===== config.mk =====
export PLATFORM = sky130hd
export DESIGN_NAME = ps2_key_decoder
export DESIGN_NICKNAME = d
export VERILOG_FILES = /design/src/rtl/ps2_key_decoder.sv
export SDC_FILE = /design/constraint.sdc
export NUM_CORES = 1
export LEC_CHECK = 0
export BUFFER_PORTS_ARGS = -buffer_cell sky130_fd_sc_hd__buf_2
export CORE_MARGIN = 5
export CORE_UTILIZATION = 50
export CTS_CLUSTER_DIAMETER = 30
export CTS_CLUSTER_SIZE = 28
export DETAILED_ROUTE_END_ITERATION = 10
export GPL_TIMING_DRIVEN = 0
export MAX_ROUTING_LAYER = met4
export PLACE_DENSITY = 0.76
export SKIP_CTS_REPAIR_TIMING = 1
export SYNTH_ARGS = -nofsm -noshare
export SYNTH_HDL_FRONTEND = slang
export SYNTH_SLANG_ARGS = --single-unit

===== constraint.sdc =====
create_clock -name clk -period 1.9 [get_ports clk]
set_input_delay 0.38 -clock clk [delete_from_list [all_inputs] [get_ports clk]]
set_output_delay 0.38 -clock clk [all_outputs]
set_load 0.005 [all_outputs]

===== src/rtl/ps2_key_decoder.sv =====
// PS/2 set-2 keyboard receiver: synchronises and glitch-filters the pins, validates
// 11-bit frames and turns make/break sequences into the held game key code.
module ps2_key_decoder #(
    parameter int FILTER_LEN     = 8,
    parameter int TIMEOUT_CYCLES = 65000
) (
    input  logic       clk,
    input  logic       rst,
    input  logic       ps2_clk,
    input  logic       ps2_data,
    output logic [3:0] key,
    output logic [7:0] scancode,
    output logic       scancode_valid,
    output logic       frame_err
);
    localparam int FILT_W = (FILTER_LEN > 1) ? $clog2(FILTER_LEN) : 1;
    localparam int TMO_W  = $clog2(TIMEOUT_CYCLES + 1);

    localparam logic [3:0] KEY_NONE = 4'h0;
    localparam logic [3:0] KEY_A    = 4'h1;
    localparam logic [3:0] KEY_D    = 4'h2;
    localparam logic [3:0] KEY_W    = 4'h3;
    localparam logic [3:0] KEY_S    = 4'h4;
    localparam logic [3:0] KEY_E    = 4'h5;

    localparam logic [7:0] CODE_BREAK = 8'hF0;
    localparam logic [7:0] CODE_EXT   = 8'hE0;

    function automatic logic [3:0] map_key(input logic [7:0] code);
        case (code)
            8'h1C:   map_key = KEY_A;
            8'h23:   map_key = KEY_D;
            8'h1D:   map_key = KEY_W;
            8'h1B:   map_key = KEY_S;
            8'h24:   map_key = KEY_E;
            default: map_key = KEY_NONE;
        endcase
    endfunction

    // Stage: 2-FF synchronisers; idle-high so reset does not fake an edge.
    logic clk_s0, clk_s1, data_s0, data_s1;

    always_ff @(posedge clk) begin
        if (rst) begin
            clk_s0  <= 1'b1;
            clk_s1  <= 1'b1;
            data_s0 <= 1'b1;
            data_s1 <= 1'b1;
        end else begin
            clk_s0  <= ps2_clk;
            clk_s1  <= clk_s0;
            data_s0 <= ps2_data;
            data_s1 <= data_s0;
        end
    end

    // Stage p0: glitch filter; a falling filtered edge becomes strobe_p0.
    logic              filt_clk;
    logic [FILT_W-1:0] filt_cnt;
    logic              strobe_p0;
    logic              bit_p0;

    always_ff @(posedge clk) begin
        if (rst) begin
            filt_clk  <= 1'b1;
            filt_cnt  <= '0;
            strobe_p0 <= 1'b0;
        end else begin
            strobe_p0 <= 1'b0;
            if (clk_s1 == filt_clk) begin
                filt_cnt <= '0;
            end else if (filt_cnt == FILT_W'(FILTER_LEN - 1)) begin
                filt_clk  <= clk_s1;
                filt_cnt  <= '0;
                strobe_p0 <= filt_clk;
            end else begin
                filt_cnt <= filt_cnt + 1'b1;
            end
        end
    end

    always_ff @(posedge clk) begin
        bit_p0 <= data_s1;
    end

    // Stage p1: frame assembly, parity/stop validation and partial-frame timeout.
    typedef enum logic [1:0] {F_IDLE, F_DATA, F_PARITY, F_STOP} frame_t;

    frame_t           fstate;
    logic [2:0]       bit_cnt;
    logic [7:0]       shift;
    logic             parity;
    logic [TMO_W-1:0] tmo_cnt;

    always_ff @(posedge clk) begin
        if (rst) begin
            fstate         <= F_IDLE;
            bit_cnt        <= 3'd0;
            shift          <= 8'h00;
            parity         <= 1'b0;
            tmo_cnt        <= '0;
            scancode       <= 8'h00;
            scancode_valid <= 1'b0;
            frame_err      <= 1'b0;
        end else begin
            scancode_valid <= 1'b0;
            frame_err      <= 1'b0;
            if (strobe_p0) begin
                tmo_cnt <= '0;
                case (fstate)
                    F_IDLE: begin
                        if (!bit_p0) begin
                            fstate  <= F_DATA;
                            bit_cnt <= 3'd0;
                        end else begin
                            frame_err <= 1'b1;
                        end
                    end
                    F_DATA: begin
                        shift   <= {bit_p0, shift[7:1]};
                        bit_cnt <= bit_cnt + 3'd1;
                        if (bit_cnt == 3'd7) begin
                            fstate <= F_PARITY;
                        end
                    end
                    F_PARITY: begin
                        parity <= bit_p0;
                        fstate <= F_STOP;
                    end
                    F_STOP: begin
                        if (bit_p0 && (^{shift, parity})) begin
                            scancode       <= shift;
                            scancode_valid <= 1'b1;
                        end else begin
                            frame_err <= 1'b1;
                        end
                        fstate <= F_IDLE;
                    end
                endcase
            end else if (fstate != F_IDLE) begin
                if (tmo_cnt == TMO_W'(TIMEOUT_CYCLES - 1)) begin
                    fstate    <= F_IDLE;
                    tmo_cnt   <= '0;
                    frame_err <= 1'b1;
                end else begin
                    tmo_cnt <= tmo_cnt + 1'b1;
                end
            end
        end
    end

    // Stage p2: make/break decoder, one transition per accepted byte.
    typedef enum logic [1:0] {D_NORMAL, D_BREAK, D_EXT, D_EXT_BREAK} dec_t;

    dec_t       dstate;
    logic [3:0] mapped;

    assign mapped = map_key(scancode);

    always_ff @(posedge clk) begin
        if (rst) begin
            dstate <= D_NORMAL;
            key    <= KEY_NONE;
        end else if (scancode_valid) begin
            case (dstate)
                D_NORMAL: begin
                    if (scancode == CODE_BREAK) begin
                        dstate <= D_BREAK;
                    end else if (scancode == CODE_EXT) begin
                        dstate <= D_EXT;
                    end else if (mapped != KEY_NONE) begin
                        key <= mapped;
                    end
                end
                D_BREAK: begin
                    if (mapped != KEY_NONE && mapped == key) begin
                        key <= KEY_NONE;
                    end
                    dstate <= D_NORMAL;
                end
                D_EXT: begin
                    dstate <= (scancode == CODE_BREAK) ? D_EXT_BREAK : D_NORMAL;
                end
                D_EXT_BREAK: begin
                    dstate <= D_NORMAL;
                end
            endcase
        end
    end

endmodule


Yosys cells after proc, flatten, opt, wreduce, memory -nomap -nowiden:

Cells that the tools add are included.

* flip-flop bits (word level): 56
* bits of input ports: 4
* output and inout bits: 14
* word-level logic and storage cells: 101

* add/sub/neg operators: 3
* equal/unequal tests: 26
* muxes and demuxes: 26
* bitwise gates (word level): 4
* reductions and logical operators: 24

Operators with widths (count)
* equality test 8 x 5 -> 1 bit (second input constant): 3
* adder 16 x 1 -> 16 bit (second input constant): 1
* equality test 16 bit (second input constant): 1
* equality test 8 x 6 -> 1 bit (second input constant): 2
* equality test 8 bit (second input constant): 2
* two-way mux 16 bit: 1
* two-way mux 2 bit: 8
* two-way mux 4 bit: 4
* one-hot mux 3 bit (5 select lines): 1
* inequality test 2 bit (second input constant): 5
* nonzero test 2 bit: 5
* inequality test 3 bit (second input constant): 3
* OR reduction 3 bit: 3
* parity 9 bit: 1
* equality test 2 bit (second input constant): 4
* one-hot mux 2 bit (4 select lines): 1
* one-hot mux 4 bit (2 select lines): 1
* AND reduction 2 bit: 4
* adder 3 x 1 -> 3 bit (second input constant): 2
* equality test 3 bit (second input constant): 2
* two-way mux 1 bit: 6
* one-hot mux 2 bit (3 select lines): 1
* one-hot mux 3 bit (2 select lines): 1
* AND reduction 3 bit: 2
* other kinds (12): 19

Logic depth before layout (Yosys ltp):

Gate-level depths: netlist of run 1.

* depth after elaboration: 7
* gate-level depth with buffers: 9
* depth with buffers taken out: 8

Worst setup path after synthesis of run 1:

OpenSTA, ideal clock, no wires.

* path type: flip-flop to flip-flop
* start: register scancode[1]
* end: register key[0]
* library setup time: 117 ps
* arrival time: 1942 ps
* data required time: 1783 ps
* setup slack: -160 ps
* cell stages (with the launch flop): 7
* path buffers: 0
* period minus slack after synthesis: 2060 ps
* cell sequence: dfxtp_1 > nand2b_1 > or3_4 > o32ai_1 > xor2_1 > or4_4 > a32o_2

* longest elaborated chain between the ends: 6
* elaborated cells between the ends (all ways): 20

Ends and longest elaborated chain
* from (decl): RTL line 12 `output logic [7:0] scancode,`
* from (signal assigned): RTL line 132 `scancode <= shift;`
* equality test 8 x 6 -> 1 bit or equality test 8 x 5 -> 1 bit (tied branches): RTL line 30 `case (code)`
* one-hot mux 3 bit (5 select lines): RTL line 30
* equality test 4 bit (tied with other cells): RTL line 176 `if (mapped != KEY_NONE && mapped == key) begin`
* logical AND 1 bit or two-way mux 4 bit (tied branches): RTL line 176, 169
* inequality test 2 bit (no source line) or two-way mux 4 bit (tied branches)
* AND reduction 6 bit (no source line) or one-hot mux 4 bit (2 select lines) (tied branches)
* to (signal assigned): RTL line 172 `key <= mapped;`
* to (decl): RTL line 11 `output logic [3:0] key,`

Several ways; a longest one is shown, not always the timed one. The select of a mux whose other input is x is not followed.
A chain may end at the register's enable or synchronous reset.

Worst setup path in the final report of run 1:

* start: register scancode[5]
* end: register key[2]

The elaborated chain is that of the path after synthesis.

==> metrics.cfg, run 1 <==
[status]
status = finished with violations
violations = negative setup slack

[place]
place_hpwl_um = 3200
gp_congestion = 0.827
port-buffer-count = 15
place_inst = 354
place_ws_ns = -0.294

[layout]
fillerInstances = 435
synthToLayoutAreaGrowth_pct = 15.3
diodes = 0
drive_above_1_share = 0.194
finalNetCount = 311
instances_no_fill = 366

[pwr]
netSwitchingFraction = 0.217
p_leak_nw = 1.18
internal_power_mw = 1.42
pwr-share-clk = 0.342
switching_power_mw = 0.393
power_density_nw_per_um2 = 638
pwr-share-comb = 0.020
peakVddDrop_mv = 0.404
seqPwrFrac = 0.638

[clock_network]
cts_sinks = 55
tritoncts = done
cts_htree_levels = 2
clk_latency_ns = 0.31
ctsRootBufferMaster = clkbuf_8
cts.clk_slew.worst_paths_ns = 0.09
cts_max_path_buffers = 2
numCtsBuffers = 5

[worst_setup_path]
rrSetupSlack_ns = -0.19
path_class = register to register
cp.required_ns = 2.11
worstPathArrival_ns = 2.29
crit_path_end_kind = register
ff2ff_path_depth = 6
path_max_fanout = 5
cp-start-kind = register

[sta]
setup_viol = 3
rsz0062_at_grt = yes
fin_skew_ns = 0.00532
hold_viol_final = 0
tns_ns = -0.550
min_period_ns = 2.09
fin_ws_ns = -0.185
period_share = 1.10
fmax_mhz = 480
drv_slew = 0

[yosys]
synth_top_area_frac = 0.446
synthAdderAreaFrac = 0.0457
synth_cell_type_count = 49
synthMostInstantiatedCell = dfxtp_1
synthFlopType = dfxtp_1
synth_edf_count = 0
synthMuxAreaShare = 0.0365
ys_warn_count = 0
yosys.area_share.simple = 0.244
syn_nets = 285
synth_seq_cells = 55
ys_seq_area_frac = 0.446
yosys.area.top_type = dfxtp_1
synth_top_family_by_area = simple AND/OR/NAND/NOR gates
async_reset_ff_frac = 0
avgSynthCellArea_sq_um = 9.07
synth_cells = 272
synth_xor_area_frac = 0.0908
synthTopCellsByArea = dfxtp_1, nor2_1, ha_1, xor2_1, xnor2_1
syn_area_sq_um = 2470
synth_compound_area_frac = 0.107
ys_top_cells_by_count = dfxtp_1, nor2_1, nand2_1

[die]
start_util = 0.519
num_io_pins = 18
dieHeight_um = 80.2
die_w_um = 80.2
die_area_sq_um = 6440
row_count = 25
core_area_sq_um = 4750

[route]
firstDrtPassIters = 4
drt.antenna.violating_nets = 0
num_vias = 1914
drc = 0
vias_per_cell = 5.23
drt-wirelength-per-cell_um = 12.7
drt_iter0_drc = 126
drt_wl_total_um = 4640

[hold_path]
min_path_type = primary input to register
whs_path_depth = 2

[global_routing]
grt_pass1_wl_um = 7980
grt_pass1_vias = 1783
grtUsageTotal = 0.160
antenna_found_initial = 0
grt_max_degree = 17
grt_overflow = 0

[flow_run]
maxCapViolations = 0

## final cells by class
cell class,instances,area (sq um),share of cell area
multi-input combinational,200,1360,0.478
clock buffer,5,68.8,0.0242
sequential,55,1110,0.392
clock inverter,3,15.0,0.00528
timing repair buffer,20,113,0.0396
inverter,5,18.8,0.00660
buffer,11,68.8,0.0242
tap,67,83.8,0.0295
## stage by stage
stage                util  cell area, sq um  hold WS [ns]  power [mW]
floorplan               -              2480         0.310        1.21
global placement    0.555              2640         0.315        1.22
detailed placement  0.555              2640         0.315        1.22
CTS                 0.573              2720         0.241        1.84
global route        0.598              2840         0.250        1.89
finish              0.598              2840         0.249        1.81
## per-layer routing
layer,GRT usage,vias up,share of wire
li1,-,990,-
met1,0.194,897,0.48
met2,0.253,21,0.47
met3,0.0392,6,0.034
met4,0.0709,0,0.020
met5,-,-,0
## worst max-delay path, cell delays in order (launching register included)
cell     delay [ns]
dfxtp_4        0.37
or3b_4         0.42
o22ai_1        0.15
and3_1         0.21
xor2_1         0.08
or4_4          0.50
a32o_2         0.25
## sequential cells by signal (all words and copies together) (netlist names), 2 cells and up
| register | flops |
|---|---|
| tmo_cnt | 16 |
| scancode | 8 |
| shift | 8 |
| bit_cnt | 3 |
| filt_cnt | 3 |
| key | 3 |
| dstate | 2 |
| fstate | 2 |
## cell families after synthesis
| group | after synthesis |
|---|---|
| muxes | 9 |
| and+or+nand+nor | 118 |
| AOI/OAI and AO/OA | 39 |
| other | 1 |
| DFF | 55 |
| buffers and inverters | 17 |
| adders and majority gates | 9 |
| xor gates and xnor gates | 24 |
## power groups by stage
stage	clock [mW]	combinational [mW]	sequential, mW
after CTS	0.642	0.0342	1.16
final	0.620	0.0366	1.16
after global placement	0	0.0342	1.19
after global routing	0.694	0.0411	1.16
after detailed placement	0	0.0342	1.19
after floorplan	0	0.0240	1.19
## worst paths after layout
check                         to                      from
max          key[2]$_SDFFE_PP0P_  scancode[5]$_SDFFE_PP0P_
min           data_s0$_SDFF_PP1_                  ps2_data
max reg2reg  key[2]$_SDFFE_PP0P_  scancode[5]$_SDFFE_PP0P_
min reg2reg       bit_p0$_DFF_P_        data_s1$_SDFF_PP1_
## cells in the final DEF (no fill, tap or decap), types with 2 or more instances in the layout
cell type	count
a21oi_1	16
a32o_2	3
a32oi_1	3
and2_1	2
and3_1	5
buf_2	16
buf_4	7
clkbuf_1	5
clkbuf_8	5
clkinv_2	3
dfxtp_1	48
dfxtp_2	5
dfxtp_4	2
ha_1	8
inv_1	5
mux2i_1	9
nand2_1	23
nand2b_1	4
nand3_1	19
nand3b_1	2
nand4_1	2
nand4b_1	3
nor2_1	37
nor2_2	2
nor2b_1	2
nor4bb_1	2
o21a_1	3
o21ai_0	3
or2_2	4
or3_1	2
xnor2_1	9
xnor2_2	2
xor2_1	12
(Power assumes the default switching activity.)
==> run 2, diff against run 1 <==
- CTS_BUF_LIST: default -> sky130_fd_sc_hd__clkbuf_16
==> run 2 against run 1 <==
Effect of this change:
- the run still ends with negative setup slack left
- cell count increased by 0.82%
- critical endpoint unchanged
- clock power increased by 41%
- largest power group unchanged
- register-to-register slack about the same
- utilization increased by 1.9 points
==> metrics.cfg, run 2 (synthesis results as in run 1) <==
[sta]
drv_slew = 0
setup_viol = 3
fmax_mhz = 482
min_period_ns = 2.08
fin_skew_ns = 0.00512
period_share = 1.09
max_slew_margin = 0.665
tightestPinTransition_ns = 0.502
tns_ns = -0.520
hold_viol_final = 0
fin_ws_ns = -0.175
rsz0062_at_grt = yes

[layout]
final_area_sq_um = 2930
drive_above_1_share = 0.225
instances_no_fill = 369
fillerInstances = 421
diodes = 0
final_cell_mix = dfxtp_1, nor2_1, nand2_1
synthToLayoutAreaGrowth_pct = 19.0
top_regs = tmo_cnt (16), scancode (8), shift (8)
regMostFlops = tmo_cnt
largest_reg_flops = 16
finalNetCount = 314
final_common_cell = dfxtp_1

[clock_network]
cts_htree_levels = 2
cts_sinks = 55
clk_latency_ns = 0.29
cts.clk_slew.worst_paths_ns = 0.07
tritoncts = done
cts_max_path_buffers = 2
numCtsBuffers = 5
ctsRootBufferMaster = clkbuf_16

[worst_setup_path]
worstPathArrival_ns = 2.26
cp-start-kind = register
critical_path_buf_inv_count = 0
crit_chain = or3b_4 > o22ai_1 > and3_1 > xor2_1 > or4_4 > a32o_2
cp.required_ns = 2.08
crit_slowest_cell = or4_4
path_class = register to register
max_stage_delay_ns = 0.49
crit_path_end_kind = register
cp_top_family = simple AND/OR/NAND/NOR gates
path_max_fanout = 7

[pwr]
switching_power_mw = 0.420
seqPwrFrac = 0.559
p_leak_nw = 1.22
peakVddDrop_mv = 0.407
pwr-share-clk = 0.423
internal_power_mw = 1.65
pwr-share-comb = 0.018
power_density_nw_per_um2 = 705
total_power_mw = 2.07
netSwitchingFraction = 0.203

[place]
place_ws_ns = -0.294
place_hpwl_um = 3200
port-buffer-count = 15
place_inst = 354
placed_cell_area_sq_um = 2640
gp_congestion = 0.827

[global_routing]
grt_pass1_wl_um = 7990
grt_pass1_vias = 1817
grt_max_degree = 17
antenna_found_initial = 0
grtUsageTotal = 0.159
grt_overflow = 0

[die]
die_w_um = 80.2
dieHeight_um = 80.2
core_area_sq_um = 4750
start_util = 0.519
num_io_pins = 18
row_count = 25
die_area_sq_um = 6440

[route]
drt_iter0_drc = 104
met2_length_um = 2320
top_layer_used = met4
drt-wirelength-per-cell_um = 12.9
firstDrtPassIters = 4
drt.antenna.violating_nets = 0
drc = 0
wl_met1_um = 2190
num_vias = 1933
wl_met3_um = 175
drt_wl_total_um = 4760
vias_per_cell = 5.24

[status]
violations = negative setup slack
status = finished with violations

[hold_path]
min_path_type = primary input to register

[flow_run]
maxCapViolations = 0

[run 2: cell types whose count changed in the layout (fill, tap and decap cells not counted), sizes merged]
cell / previous run / this run
buf: 26 / 29
[run 2: final cells by class]
cell class                      count  area, sq um  area share
Buffer                             11         68.8      0.0235
Clock buffer                        5          125      0.0426
Clock inverter                      3         15.0     0.00512
Inverter                            5         18.8     0.00640
Multi-Input combinational cell    200         1370       0.466
Sequential cell                    55         1120       0.383
Tap cell                           67         83.8      0.0286
Timing Repair Buffer               23          133      0.0452
[run 2: per-stage QoR]
stage                      util  hold slack (ns)
after floorplan               -            0.310
after global placement    0.555            0.315
after detailed placement  0.555            0.315
after CTS                 0.585            0.266
after global routing      0.617            0.283
final                     0.617            0.270
[run 2: worst paths after layout]
check	slack, ns	to	startpoint	cells after the start
hold reg to reg	0.33	bit_p0$_DFF_P_	data_s1$_SDFF_PP1_	0
hold / removal	0.27	data_s0$_SDFF_PP1_	ps2_data	2
setup reg to reg	-0.18	key[2]$_SDFFE_PP0P_	scancode[4]$_SDFFE_PP0P_	6
setup / recovery	-0.18	key[2]$_SDFFE_PP0P_	scancode[4]$_SDFFE_PP0P_	6
[run 2: power by group through the flow]
stage | Combinational [mW] | Clock (mW) | Sequential [mW]
after floorplan | 0.0240 | 0 | 1.19
final | 0.0368 | 0.875 | 1.16
after global placement | 0.0342 | 0 | 1.19
after detailed placement | 0.0342 | 0 | 1.19
after global routing | 0.0418 | 0.942 | 1.16
after CTS | 0.0342 | 0.897 | 1.16
[run 2: routing by layer]
layer  GRT usage  up-vias
li1            -      991
met1       0.192      911
met2       0.259       24
met3      0.0359        7
met4      0.0608        0
met5           -        -
